<file path="config.mk">
export PLATFORM = sky130hd
export DESIGN_NAME = pwm_multi_channel
export DESIGN_NICKNAME = d
export VERILOG_FILES = /design/src/rtl/pwm_pkg.sv /design/src/rtl/pwm_timebase.sv /design/src/rtl/pwm_multi_channel.sv
export SDC_FILE = /design/constraint.sdc
export NUM_CORES = 1
export LEC_CHECK = 0
export BUFFER_PORTS_ARGS = -buffer_cell sky130_fd_sc_hd__buf_2
export CAP_MARGIN = 20
export CORE_MARGIN = 2
export CORE_UTILIZATION = 57
export CTS_CLUSTER_DIAMETER = 100
export DETAILED_ROUTE_END_ITERATION = 6
export GPL_TIMING_DRIVEN = 0
export PLACE_DENSITY = 0.76
export SLEW_MARGIN = 40
export SYNTH_ARGS = -nofsm -noshare
export SYNTH_HDL_FRONTEND = slang
export SYNTH_HIERARCHICAL = 1
export SYNTH_SLANG_ARGS = --single-unit
</file>
<file path="constraint.sdc">
create_clock -name clk -period 9.7 [get_ports clk]
set_input_delay 0.97 -clock clk [delete_from_list [all_inputs] [get_ports clk]]
set_output_delay 0.97 -clock clk [all_outputs]
set_load 0.05 [all_outputs]
</file>
<file path="src/rtl/pwm_pkg.sv">
// Shared constants and helpers for the multi-channel PWM: register map,
// byte-lane decoding and parameter-range validation.
package pwm_pkg;

  localparam logic [6:0] ADDR_EN_OUT = 7'h00;
  localparam logic [6:0] ADDR_EN_PWM = 7'h10;
  localparam logic [6:0] ADDR_PRESC  = 7'h20;
  localparam logic [6:0] ADDR_DUTY   = 7'h40;

  // Byte lane within an 8-register block.
  function automatic logic [2:0] byte_lane(input logic [6:0] addr);
    return addr[2:0];
  endfunction

  // Base address of the 8-register block the address falls in.
  function automatic logic [6:0] block_base(input logic [6:0] addr);
    return {addr[6:3], 3'b000};
  endfunction

  function automatic bit params_ok(input int num_ch, input int cnt_w, input int presc_w);
    return (num_ch >= 8) && (num_ch <= 64) && ((num_ch % 8) == 0) &&
           (cnt_w >= 2) && (cnt_w <= 8) && (presc_w >= 1) && (presc_w <= 8);
  endfunction

endpackage

</file>
<file path="src/rtl/pwm_timebase.sv">
// Prescaler and PWM counter shared by all channels; emits tick and the reload strobe.
// Build option: PWM_CENTER_ALIGNED_EN makes the counter run up then down.
module pwm_timebase
  import pwm_pkg::*;
#(
  parameter int CNT_W   = 8,
  parameter int PRESC_W = 8
) (
  input  logic               clk,
  input  logic               rst,
  input  logic [PRESC_W-1:0] prescale,
  output logic [CNT_W-1:0]   cnt,
  output logic               tick,
  output logic               reload
);

  localparam logic [PRESC_W-1:0] PCNT_ONE = PRESC_W'(1);
  localparam logic [CNT_W-1:0]   CNT_ONE  = CNT_W'(1);
  localparam logic [CNT_W-1:0]   CNT_MAX  = {CNT_W{1'b1}};
  localparam logic [CNT_W-1:0]   CNT_TOP  = CNT_MAX - CNT_ONE;

  logic [PRESC_W-1:0] pcnt_r, pcnt_nx_s;
  logic [CNT_W-1:0]   cnt_r, cnt_nx_s;
  logic               tick_s, reload_s;
`ifdef PWM_CENTER_ALIGNED_EN
  logic               dir_up_r, dir_up_nx_s;
`endif

  // Next-state: >= (not ==) lets a lowered prescale tick immediately instead of wrapping.
  always_comb begin
    tick_s    = (pcnt_r >= prescale);
    pcnt_nx_s = pcnt_r;
    cnt_nx_s  = cnt_r;
    reload_s  = 1'b0;
`ifdef PWM_CENTER_ALIGNED_EN
    dir_up_nx_s = dir_up_r;
`endif
    if (tick_s) begin
      pcnt_nx_s = {PRESC_W{1'b0}};
`ifdef PWM_CENTER_ALIGNED_EN
      if (dir_up_r) begin
        cnt_nx_s = cnt_r + CNT_ONE;
        if (cnt_r == CNT_TOP) begin
          dir_up_nx_s = 1'b0;
        end else begin
          dir_up_nx_s = 1'b1;
        end
      end else begin
        cnt_nx_s = cnt_r - CNT_ONE;
        if (cnt_r == CNT_ONE) begin
          dir_up_nx_s = 1'b1;
          reload_s    = 1'b1;
        end else begin
          dir_up_nx_s = 1'b0;
          reload_s    = 1'b0;
        end
      end
`else
      if (cnt_r == CNT_TOP) begin
        cnt_nx_s = {CNT_W{1'b0}};
        reload_s = 1'b1;
      end else begin
        cnt_nx_s = cnt_r + CNT_ONE;
        reload_s = 1'b0;
      end
`endif
    end else begin
      pcnt_nx_s = pcnt_r + PCNT_ONE;
    end
  end

  // Timebase state registers.
  always_ff @(posedge clk or posedge rst) begin
    if (rst) begin
      pcnt_r <= {PRESC_W{1'b0}};
      cnt_r  <= {CNT_W{1'b0}};
`ifdef PWM_CENTER_ALIGNED_EN
      dir_up_r <= 1'b1;
`endif
    end else begin
      pcnt_r <= pcnt_nx_s;
      cnt_r  <= cnt_nx_s;
`ifdef PWM_CENTER_ALIGNED_EN
      dir_up_r <= dir_up_nx_s;
`endif
    end
  end

  assign cnt    = cnt_r;
  assign tick   = tick_s;
  assign reload = reload_s;

endmodule

</file>
<file path="src/rtl/pwm_multi_channel.sv">
// N-channel PWM: byte-wide register file, double-buffered duty and registered outputs.
// Build option: PWM_CENTER_ALIGNED_EN selects the center-aligned timebase.
module pwm_multi_channel
  import pwm_pkg::*;
#(
  parameter int NUM_CH  = 16,
  parameter int CNT_W   = 8,
  parameter int PRESC_W = 8
) (
  input  logic              clk,
  input  logic              rst,
  input  logic              wr_en,
  input  logic [6:0]        wr_addr,
  input  logic [7:0]        wr_data,
  output logic [NUM_CH-1:0] out,
  output logic              period_end
);

  localparam int NUM_LANES = NUM_CH / 8;

  if (!params_ok(NUM_CH, CNT_W, PRESC_W)) begin : g_param_err
    $error("pwm_multi_channel: parameter out of range");
  end

  logic [NUM_CH-1:0]  en_out_r, en_pwm_r, pwm_s, out_r;
  logic [PRESC_W-1:0] prescale_r;
  logic [CNT_W-1:0]   duty_shadow_r [NUM_CH];
  logic [CNT_W-1:0]   duty_active_r [NUM_CH];
  logic [NUM_LANES-1:0] en_out_we_s, en_pwm_we_s;
  logic [NUM_CH-1:0]  duty_we_s;
  logic               presc_we_s, period_end_r;
  logic [CNT_W-1:0]   cnt_s;
  logic               tick_s, reload_s;

  pwm_timebase #(
    .CNT_W   (CNT_W),
    .PRESC_W (PRESC_W)
  ) u_timebase (
    .clk      (clk),
    .rst      (rst),
    .prescale (prescale_r),
    .cnt      (cnt_s),
    .tick     (tick_s),
    .reload   (reload_s)
  );

  // Address decode into per-register write enables; unmapped addresses fall through.
  always_comb begin
    en_out_we_s = {NUM_LANES{1'b0}};
    en_pwm_we_s = {NUM_LANES{1'b0}};
    duty_we_s   = {NUM_CH{1'b0}};
    presc_we_s  = 1'b0;
    if (wr_en) begin
      if (wr_addr[6]) begin
        for (int ch = 0; ch < NUM_CH; ch++) begin
          duty_we_s[ch] = (int'(wr_addr[5:0]) == ch);
        end
      end else begin
        case (block_base(wr_addr))
          ADDR_EN_OUT: begin
            for (int k = 0; k < NUM_LANES; k++) begin
              en_out_we_s[k] = (int'(byte_lane(wr_addr)) == k);
            end
          end
          ADDR_EN_PWM: begin
            for (int k = 0; k < NUM_LANES; k++) begin
              en_pwm_we_s[k] = (int'(byte_lane(wr_addr)) == k);
            end
          end
          ADDR_PRESC: presc_we_s = (byte_lane(wr_addr) == 3'd0);
          default:    presc_we_s = 1'b0;
        endcase
      end
    end else begin
      presc_we_s = 1'b0;
    end
  end

  // Enable and prescale registers.
  always_ff @(posedge clk or posedge rst) begin
    if (rst) begin
      en_out_r   <= {NUM_CH{1'b0}};
      en_pwm_r   <= {NUM_CH{1'b0}};
      prescale_r <= {PRESC_W{1'b0}};
    end else begin
      for (int k = 0; k < NUM_LANES; k++) begin
        if (en_out_we_s[k]) en_out_r[8*k +: 8] <= wr_data;
        if (en_pwm_we_s[k]) en_pwm_r[8*k +: 8] <= wr_data;
      end
      if (presc_we_s) prescale_r <= wr_data[PRESC_W-1:0];
    end
  end

  // Shadow/active duty; a write on the reload cycle goes straight to the active set.
  always_ff @(posedge clk or posedge rst) begin
    if (rst) begin
      for (int ch = 0; ch < NUM_CH; ch++) begin
        duty_shadow_r[ch] <= {CNT_W{1'b0}};
        duty_active_r[ch] <= {CNT_W{1'b0}};
      end
    end else begin
      for (int ch = 0; ch < NUM_CH; ch++) begin
        if (duty_we_s[ch]) duty_shadow_r[ch] <= wr_data[CNT_W-1:0];
        if (reload_s) begin
          duty_active_r[ch] <= duty_we_s[ch] ? wr_data[CNT_W-1:0] : duty_shadow_r[ch];
        end
      end
    end
  end

  // Per-channel compare.
  always_comb begin
    pwm_s = {NUM_CH{1'b0}};
    for (int ch = 0; ch < NUM_CH; ch++) begin
      pwm_s[ch] = (cnt_s < duty_active_r[ch]);
    end
  end

  // Registered output stage.
  always_ff @(posedge clk or posedge rst) begin
    if (rst) begin
      out_r        <= {NUM_CH{1'b0}};
      period_end_r <= 1'b0;
    end else begin
      out_r        <= en_out_r & (~en_pwm_r | pwm_s);
      period_end_r <= tick_s & reload_s;
    end
  end

  assign out        = out_r;
  assign period_end = period_end_r;

endmodule

</file>
# Word level (Yosys, flattened, before mapping)
# Cells that the tools add are included.
word_totals:
  reg_bits: 329
  latchBits: 0
  ramBits: 0
  romBits: 0
  output_inout_bits: 17
  elab_cells: 118
  n_memories: 0
classes:
  n_addsub: 2
  multipliers: 0
  div_mod_pow: 0
  order_cmp: 17
  n_eq_ne: 19
  shifts: 0
  n_mux: 31
  bitwise: 4
  n_reduce_logical: 4
op_table:
  columns: ["cell", "count"]
  rows:
  - ["8-bit 2-to-1 mux", 18]
  - ["8-bit < comparator", 16]
  - ["6-bit by 5-bit equality test with 1-bit output (second input constant)", 8]
  - ["16-bit 2-to-1 mux", 2]
  - ["6-bit by 4-bit equality test with 1-bit output (second input constant)", 4]
  - ["8-bit by 1-bit adder with 8-bit output (second input constant)", 2]
  - ["16-bit bitwise AND", 1]
  - ["16-bit inverter", 1]
  - ["16-bit OR", 1]
  - ["6-bit by 3-bit equality test with 1-bit output (second input constant)", 2]
  - ["2-bit 2-to-1 mux", 6]
  - ["8-bit equality test (second input constant)", 1]
  - ["8-bit greater-or-equal comparator", 1]
  - ["6-bit by 2-bit equality test with 1-bit output (second input constant)", 1]
  - ["3-bit zero test", 2]
  - ["6-bit zero test", 1]
  - ["1-bit 2-to-1 mux", 5]
  - ["4-bit by 2-bit equality test with 1-bit output (second input constant)", 1]
  - ["4-bit by 3-bit equality test with 1-bit output (second input constant)", 1]
  - ["4-bit zero test", 1]
  - ["3-bit by 2-bit equality test with 1-bit output (second input constant)", 1]
  - ["1-bit bitwise AND", 1]

# Depth between registers and ports, before layout
# Gate-level depths: netlist of the first run.
depth:
  ltp_word: 4
  ltp_mapped: 10
  mapped_depth_nobuf: 8

# Modules after synthesis
# The synthesis of the first run kept the hierarchy.
by_module_without_submodules:
  columns: ["module", "n_inst", "cells_per_inst", "area_per_inst_um2", "seq_area_each_um2"]
  rows:
  - ["pwm_multi_channel", 1, 1073, 14523.9, 7832.5]
  - ["pwm_timebase", 1, 105, 1003.5, 400.4]

# Least setup slack after synthesis of the first run
# Ideal clock, no wire load.
synth_timing:
  kind: "reg-to-reg"
  start: "reg u_timebase.pcnt_r[5]"
  end: "reg duty_active_r[10] (netlist name)"
  arrival_ps: 2655
  required_time_ps: 9575
  setup_slack_ps: 6920
  stages_incl_launch_ff: 9
  synth_period_minus_slack_ps: 2780
  cell_sequence: "dfrtp_1 ha_1 nand4_1 o311a_4 buf_6 nor3_1 clkbuf_1 clkbuf_1 mux2_2"
synth_between:
  elab_chain_len: 2
synth_rtl:
  columns: ["item", "line_no", "source"]
  rows:
  - ["from (decl)", "pwm_timebase.sv:22", "logic [PRESC_W-1:0] pcnt_r, pcnt_nx_s;"]
  - ["from (signal assigned)", "pwm_timebase.sv:75", "pcnt_r <= {PRESC_W{1'b0}};"]
  - ["from (signal assigned)", "pwm_timebase.sv:81", "pcnt_r <= pcnt_nx_s;"]
  - ["8-bit greater-or-equal comparator", "pwm_timebase.sv:31", "tick_s = (pcnt_r >= prescale);"]
  - ["1-bit 2-to-1 mux", "pwm_timebase.sv:38", "if (tick_s) begin"]
  - ["named net reload_s", "pwm_multi_channel.sv:33", "logic tick_s, reload_s;"]
  - ["to (signal, indexed assignment)", "pwm_multi_channel.sv:99", "duty_active_r[ch] <= {CNT_W{1'b0}};"]
  - ["to (signal, indexed assignment)", "pwm_multi_channel.sv:105", "duty_active_r[ch] <= duty_we_s[ch] ? wr_data[CNT_W-1:0] : duty_shadow_r[ch];"]
  - ["to (decl)", "pwm_multi_channel.sv:28", "logic [CNT_W-1:0] duty_active_r [NUM_CH];"]
# The timed path passes the listed nets, and every way through them passes these cells.
# A chain may end at the register's enable or synchronous reset.

# Final worst setup path of the first run
layout_timing:
  start: "reg u_timebase.pcnt_r[0]"
  end: "reg duty_active_r[89] (netlist name)"
# Same word-level chain as after synthesis.

==> metrics.txt, run 1 <==
Post-Layout Cell Count 1616; Post-synth top flop dfrtp_1; drt first pass iters 4; worst vdd ir between 0.1 and 0.15 mV; clk_skew between 0.015 and 0.02 ns; Crit. End Element register; post-CTS setup repair buffer count 0; largest net degree at the start of global routing 84; Area growth, synth to finish 11.60%; first-pass GRT wire length 52680 um; Core Region 26880 um^2; Worst Path Arrival 3.93 ns; fmax 282.9 MHz; syn avg cell area 13.18 um^2; Pleak 8.421 nW; Die Y 169.1 um; Final Cycle Share 0.3644; WP buf/inv 4; Crit-path slowest cell clkbuf_1; RSZ-0062 raised after global routing false; Vias 9103; total power draw 0.003587 W; Post-CTS Hold Buffers 0; CP endpoint duty_active_r[89]; Post-synth EDFFs 0; initial antenna violation count 3; detail-routed net length per standard cell approximately 20 um; worst hold path class in -> async; highest net fanout along the worst path 10; die area 28580 um^2; Tot GR Track Use 0.2401; Final ANT Viol Nets 0; reg2reg start u_timebase/pcnt_r[0]; top cells by area, synth dfrtp_1, mux2_2, ha_1, inv_1, o21a_1; cts bufs inserted 35; Setup CP Type reg -> reg; final wirelength around 32000 um; max_cap viols 0; total grt overflow 0; root buffer cell clkbuf_16; R2R Setup Slk 6.17 ns; P per Cell Area 207.0 nW/um^2; HPWL after DPL 20850 um; DR vias/cell 5.633; dpl ws between 6 and 7 ns; register area share after synthesis 0.5302; synth cell count leaders dfrtp_1, mux2_2, inv_1; reg2reg path depth 10; dpl cells 1554; layout net count 1391; Post-Syn Area between 15000 and 20000 um^2; count leader, synth dfrtp_1; Ports 35; cell taking the most area after synthesis dfrtp_1; Req. time, crit path 10.09 ns; register bit count reported by yosys between 300 and 400; critical path launch point type register; FFs w/ async S/R, synth 1.000; Rel. slew slack 0.4147; RR Endpoint duty_active_r[89]; Syn Inst Count 1178; Worst-path clk slew 0.06 ns; IO buf count 31; Slew @ Worst Pin 0.8779 ns; Post-CTS Resized 0; Mapped Nets 1319; vias in the first global route 9806; Yosys top cell area share 0.5302; # DRC 0; Slew Limit Fails 0; share of cells above drive strength 1 0.3354; status complete, no violations; clk_lat worst skew 0.52 ns; Starting Density 0.5777; CP max stage delay approximately 0.60 ns; delay-heaviest family, CP buffers and inverters; Setup Viol. Count Final 0; post-synth cell types 48; CP Depth 10; most frequent CP cell clkbuf_1; dpl cell area 16240 um^2; Ys Warns 6; Starting DRT DRC Count 460; CTS H-tree depth 2; TritonCTS clock tree built; PnR worst setup slack 6.165 ns; Crit. Startpoint u_timebase/pcnt_r[0]; CTS Sinks 329; RePlAce Congestion 0.7847; DIE WIDTH approximately 170 um; fin area between 15000 and 20000 um^2; area taken by multi-input logic gates 6635 um^2; Reg area 8242 um^2; clock buffer depth 3; Final Hold Vio Count 0; crit-path cells inv_1, ha_1, nand2b_1, a31oi_1, o311a_4, buf_6, nor3_1, clkbuf_1, clkbuf_1, mux2_2; FILL cells 2026; # rows 60; Final min period 3.535 ns
[stage by stage]
stage | utilization | TNS (ns) | hold slack, ns
floorplan | - | 0 | 0.4517
global placement | 0.5994 | -931.96 | 0.4733
detailed placement | 0.6042 | 0 | 0.4779
CTS | 0.6445 | 0 | 0.3683
global route | 0.6447 | 0 | 0.3758
finish | 0.6448 | 0 | 0.3753
[kinds of logic (layout without fill, tap and decap cells)]
kind of cell	count (synthesis)	after routing	synth area share
flip-flops	329	329	0.5302
multiplexers	296	296	0.2147
buffers and inverters	168	263	0.04246
XOR/XNOR	6	6	0.003385
other	0	2	0
AO/OA/AOI/OAI	130	130	0.06237
adder cells (fa/ha/maj)	123	123	0.09911
AND/OR/NAND/NOR	126	126	0.04778
[state kept, by name, summed over array words and instances, names as in the netlist]
register / count
duty_active_r: 128
en_pwm_r: 16
en_out_r: 16
out: 16
period_end: 1
u_timebase/cnt: 8
duty_shadow_r: 128
prescale_r: 8
u_timebase/pcnt_r: 8
[worst min path at each step]
| stage | from | endpoint | slack, ns | depth (start not counted) |
|---|---|---|---|---|
| finish | rst | duty_active_r[3] | 0.38 | 2 |
| global route | rst | duty_shadow_r[2] | 0.38 | 2 |
| CTS | rst | duty_active_r[3] | 0.37 | 2 |
| detailed placement | duty_shadow_r[111] | duty_shadow_r[111] | 0.48 | 1 |
| global placement | duty_shadow_r[59] | duty_shadow_r[59] | 0.47 | 1 |
| floorplan | en_out_r[0] | out[0] | 0.45 | 1 |
[cell usage in the layout (no fill, tap or decap), types with 15 or more instances in the layout]
cell,netlist,final
nand2_1,18,18
dfrtp_1,329,322
mux2_2,296,296
o21a_1,28,28
nand2b_1,17,17
a21o_1,18,18
nor2_1,23,23
buf_2,5,36
o21ai_0,15,15
clkbuf_1,34,41
clkbuf_16,0,37
nand3_1,22,22
inv_1,124,123
ha_1,123,123
[where the power goes]
group | switching (W) | internal (W) | total, W
Sequential | 0.000143 | 0.00145 | 0.00160
Clock | 0.000523 | 0.000744 | 0.00127
Combinational | 0.000367 | 0.000358 | 0.000725
Total | 0.00103 | 0.00255 | 0.00359
[final cells by class]
cell class | count | area share
Buffer | 43 | 0.01126
Clock buffer | 54 | 0.06058
Antenna cell | 2 | 0.0002888
Inverter | 125 | 0.02751
Tap cell | 341 | 0.02462
Timing Repair Buffer | 35 | 0.01531
Clock inverter | 6 | 0.001949
Sequential cell | 329 | 0.4756
Multi-Input combinational cell | 681 | 0.3829
[worst register-to-register path: stages, from the launching register on]
cell,delay (ns)
dfrtp_1,0.40
inv_1,0.06
ha_1,0.26
nand2b_1,0.09
a31oi_1,0.10
o311a_4,0.35
buf_6,0.15
nor3_1,0.41
clkbuf_1,0.58
clkbuf_1,0.60
mux2_2,0.41
[metal layers]
metal	up-vias	global-route usage	share of wire
met5	-	0	0
met4	0	0.09922	0.034
met3	73	0.04092	0.042
met2	149	0.4171	0.50
met1	4589	0.2993	0.43
li1	4292	-	-
Power figures use the tool's default switching activity.
==> run 2, diff against run 1 <==
clock period = 2.89 ns   (was 9.7 ns; I/O delays follow)
==> run 2 against run 1 <==
Effect of this change:
- cell count grew 0.68%
- worst setup slack lost 6.1 ns
- global-route usage grew 0.42 points
- critical path depth is the same
- wire length grew 2.7%
- sequential power grew to 3.4 times the previous value
- via count grew 1.9%
- total power grew to 3.4 times the previous value
- worst hold slack lost 0.31 ns
- first-iteration DRC count shrank 10%
- sequential share of layout area shrank 1.0 points
- largest power group unchanged
- highest routed layer is now met5
==> metrics.txt, run 2 (synthesized netlist as in run 1, its figures left out) <==
largest net degree at the start of global routing 27; Int Power between 0.008 and 0.009 W; Final ANT Viol Nets 0; clk_skew 0.01093 ns; Final min period 2.777 ns; commonest non-fill, non-tap cell in the layout dfrtp_1; Fin Setup TNS 0 ns; Starting DRT DRC Count 413; highest net fanout along the worst path 10; hold slack around 0.065 ns; die area 28580 um^2; RePlAce Congestion 0.8064; FILL cells 1960; Slew Limit Fails 0; post-CTS setup repair buffer count 0; initial antenna violation count 3; total grt overflow 0; fmax 360.1 MHz; Worst-path clk slew 0.06 ns; sequential power share 0.434; clock buffer depth 3; worst hold path class in -> reg; Starting Density 0.5777; Setup CP Type reg -> reg; biggest regs duty_active_r (128), duty_shadow_r (128); final wirelength roughly 33000 um; Core Region ~27000 um^2; CTS H-tree depth 2; Req. time, crit path about 3.3 ns; Pleak about 8.6 nW; Rel. slew slack 0.4257; Worst Path Arrival 3.16 ns; Switching Fraction 0.2821; TritonCTS clock tree built; root buffer cell clkbuf_16; vias in the first global route 9819; Die Y 169.1 um; max_cap viols 0; first-pass GRT wire length 53250 um; CTS Sinks 329; Crit. End Element register; clk_lat worst skew 0.51 ns; clock network power share 0.363; cts bufs inserted 35; Comb pwr share 0.203; Vias 9278; DR vias/cell 5.703; worst vdd ir 0.5641 mV; Area growth, synth to finish 14.10%; critical path launch point type register; Final Hold Vio Count 0; status complete, no violations; P_sw 0.003490 W; IO buf count 31; layout net count ~1400; DIE WIDTH ~170 um; Slew @ Worst Pin 0.8614 ns; detail-routed net length per standard cell 20.45 um; Ports 35; final core occ 0.6592; # rows 60; drt first pass iters 4; Setup Viol. Count Final 0; HPWL after DPL between 20000 and 25000 um; Tot GR Track Use 0.2443; share of cells above drive strength 1 0.3551; # DRC 0; P per Cell Area 698.3 nW/um^2; commonest non-fill, non-tap cells in the layout dfrtp_1, mux2_2, inv_1, ha_1; Final Cycle Share 0.9610
run 2: cell types whose count changed in the layout (fill, tap and decap cells not counted), moves of 2 or more:
cell	change
clkbuf_2	+2
clkbuf_4	+9
clkbuf_8	+4
clkbuf_1	-18
buf_16	+5
bufinv_16	+2
buf_12	+5
run 2: repair_timing:
item                       4_1_cts  5_1_grt
setup endpoints to repair      120      118
hold buffers                     1        0
gates resized for setup         17       15
hold endpoints to repair        34        0
gates cloned                     0        0
run 2: cell type report:
cell class | instances | area [um^2] | area share
Buffer | 42 | 232.7 | 0.01314
Timing Repair Buffer | 47 | 528.0 | 0.02980
Inverter | 125 | 473.0 | 0.02669
Multi-Input combinational cell | 681 | 6640 | 0.3748
Clock inverter | 6 | 80.08 | 0.004520
Antenna cell | 2 | 5.005 | 0.0002825
Sequential cell | 329 | 8242 | 0.4652
Clock buffer | 54 | 1090 | 0.06151
Tap cell | 341 | 426.7 | 0.02408
run 2: worst paths after layout:
check / from / endpoint / slack [ns] / cells after the start
worst max-delay path: u_timebase/pcnt_r[0] / duty_active_r[52] / 0.11 / 10
worst min-delay path: wr_data[5] / duty_shadow_r[5] / 0.06 / 2
worst max register to register: u_timebase/pcnt_r[0] / duty_active_r[52] / 0.11 / 10
worst min register to register: duty_shadow_r[49] / duty_shadow_r[49] / 0.49 / 1
max in group asynchronous: rst / duty_active_r[64] / 1.59 / 6
min in group asynchronous: rst / period_end / 0.40 / 3
run 2: routing by layer:
layer  wire (um)  GRT usage
met2       16890     0.4228
met1       13950     0.3093
met3        1497    0.04629
met5          22          0
met4         901    0.08584
run 2: through the flow:
stage | cell area (um^2) | cells | worst slack (ns) | power [W]
2_1_floorplan | 15530 | 1178 | -1.568 | 0.007090
3_3_place_gp | 16110 | 1550 | -3.304 | 0.007740
3_5_place_dp | 16490 | 1565 | -0.5289 | 0.007946
4_1_cts | 17690 | 1625 | 0.0002365 | 0.01245
5_1_grt | 17710 | 1626 | -0.03000 | 0.01300
6_report | 17720 | 1627 | 0.1126 | 0.01237
run 2: critical path, stage by stage (launching register included):
cell and delay [ns]:
dfrtp_1 0.44, inv_1 0.07, ha_1 0.26, nand2b_1 0.10
a31oi_1 0.10, o311a_4 0.35, buf_6 0.15, nor3_2 0.26
buf_4 0.27, buf_2 0.29, mux2_2 0.38
run 2: power groups by stage:
stage / logic, W / registers [W] / clock network (W)
2_1_floorplan: 0.00184 / 0.00525 / 0
3_3_place_gp: 0.00231 / 0.00543 / 0
3_5_place_dp: 0.00250 / 0.00545 / 0
4_1_cts: 0.00252 / 0.00537 / 0.00456
5_1_grt: 0.00286 / 0.00539 / 0.00475
6_report: 0.00251 / 0.00537 / 0.00449
==> run 3, diff against run 2 <==
CORE_UTILIZATION = 63   (was 57)
PLACE_DENSITY = 0.8   (was 0.76)
clock period = 2.8 ns   (was 2.89 ns; I/O delays follow)
==> run 3 against run 2 <==
Effect of this change:
- core utilization up 6.9 points
- flip-flop and latch count unchanged
- register-to-register slack lost 0.08 ns
- global-route usage increased by 3.3 points
- wire length rose by 3.8%
- cell count fell by 1.5%
- non-clock buffer count up 1
- largest cell class unchanged
- largest power group unchanged
==> metrics.txt, run 3 (synthesized netlist as in run 1, its figures left out) <==
drt first pass iters 4; crit-path cells ha_1, nand4_1, o311a_4, buf_6, nor3_4, clkbuf_8, clkbuf_4, mux2_2; Worst Path Arrival 3.16 ns; detail-routed net length per standard cell 21.53 um; layout net count 1402; clk_lat worst skew 0.52 ns; Vias approximately 9400; HPWL after DPL ~22000 um; TritonCTS clock tree built; biggest regs duty_active_r (128), duty_shadow_r (128); Core Region roughly 24000 um^2; Setup CP Type reg -> reg; # diodes 0; hold slack 0.07037 ns; fmax 361.3 MHz; Starting Density 0.6404; CP max stage delay 0.44 ns; P per Cell Area around 700 nW/um^2; Fin Setup TNS 0 ns; final wirelength 34520 um; critical path launch point type register; Starting DRT DRC Count about 640; worst hold path class in -> reg; Req. time, crit path 3.19 ns; area taken by multi-input logic gates 6646 um^2; Final Cycle Share 0.9885; Rel. slew slack 0.3874; delay-heaviest family, CP buffers and inverters; R2R Setup Slk roughly 0.032 ns; Final Hold Vio Count 0; # DRC 0; Hold Startpoint wr_data[2]; Final ANT Viol Nets 0; reg2reg path depth 8; Slew @ Worst Pin 0.9189 ns; RSZ-0062 raised after global routing true; clk_skew 0.02198 ns; WHS Path Cells 2; # rows 57; IO buf count 31; reg2reg start u_timebase/pcnt_r[5]; clock buffer depth 3; commonest non-fill, non-tap cells in the layout dfrtp_1, mux2_2, inv_1, ha_1; RePlAce Congestion 0.8019; Tot GR Track Use 0.2776; Ports 35; commonest non-fill, non-tap cell in the layout dfrtp_1; Setup Viol. Count Final 0; post-CTS setup repair buffer count 0; Area growth, synth to finish 13.72%; Crit-path slowest cell o311a_4; Worst-path clk slew 0.06 ns; initial antenna violation count 0; root buffer cell clkbuf_16; cts bufs inserted 34; Pleak 8.612 nW; RR Endpoint duty_active_r[39]; Slew Limit Fails 0; share of cells above drive strength 1 0.3542; Die Y 161.0 um; max_cap viols 0; worst vdd ir 0.5203 mV; die area 25920 um^2; status complete, no violations; first-pass GRT wire length 55080 um; highest net fanout along the worst path 10; DR vias/cell 5.867; CTS Sinks ~330; CTS H-tree depth 2; Crit. Startpoint u_timebase/pcnt_r[5]; Reg area 8242 um^2; total grt overflow 0; FILL cells about 1600; WP buf/inv 3; Final min period between 2 and 3 ns; largest net degree at the start of global routing 28; DIE WIDTH 161.0 um; Crit. End Element register; vias in the first global route 10090; Hold Path End duty_shadow_r[2]
[run 3: power breakdown]
part	total (W)	switching, W	leakage [nW]	internal [W]
registers	0.00555	0.000522	4.51	0.00503
clock network	0.00445	0.00180	0.541	0.00265
logic	0.00266	0.00136	3.56	0.00131
[run 3: final cells by class]
class,count,area share
multi-input cells,681,0.3764
plain buffers,42,0.01410
clock inverters,6,0.003259
flip-flops and latches,329,0.4667
inverters,125,0.02678
clock buffers,48,0.05874
well taps,324,0.02296
repair buffers,48,0.03104
[run 3: worst max-delay path by stage]
stage / end / slack [ns] / cells after the start
6_report: duty_active_r[39] / 0.03 / 8
5_1_grt: duty_active_r[102] / -0.03 / 6
4_1_cts: duty_active_r[45] / 0.002 / 8
3_5_place_dp: duty_active_r[36] / -0.76 / 8
3_3_place_gp: duty_active_r[66] / -3.30 / 2
2_1_floorplan: duty_active_r[0] / -1.65 / 1
[run 3: per-layer routing]
| layer | global-route usage | up-vias | wire [um] |
|---|---|---|---|
| met1 | 0.3594 | 4834 | 14790 |
| met5 | 0 | - | 0 |
| met4 | 0.1047 | 0 | 1262 |
| met3 | 0.04931 | 80 | 1470 |
| met2 | 0.4721 | 198 | 16990 |
| li1 | - | 4293 | - |
[run 3: repair_timing]
item,in CTS,in global routing
hold buffers,1,0
endpoints found under the hold margin,52,0
gates resized for setup,27,6
setup endpoints to repair,119,117
cloned,0,1
pin swaps,0,1
[run 3: stage by stage]
stage	worst slack [ns]	power, W	utilization	area [um^2]	instances
2_1_floorplan	-1.649	0.007318	-	15530	1178
3_3_place_gp	-3.301	0.007999	0.6636	16090	1533
3_5_place_dp	-0.7640	0.008241	0.6797	16480	1548
4_1_cts	0.001813	0.01271	0.7278	17650	1603
5_1_grt	-0.02509	0.01328	0.7282	17660	1603
6_report	0.03214	0.01267	0.7282	17660	1603
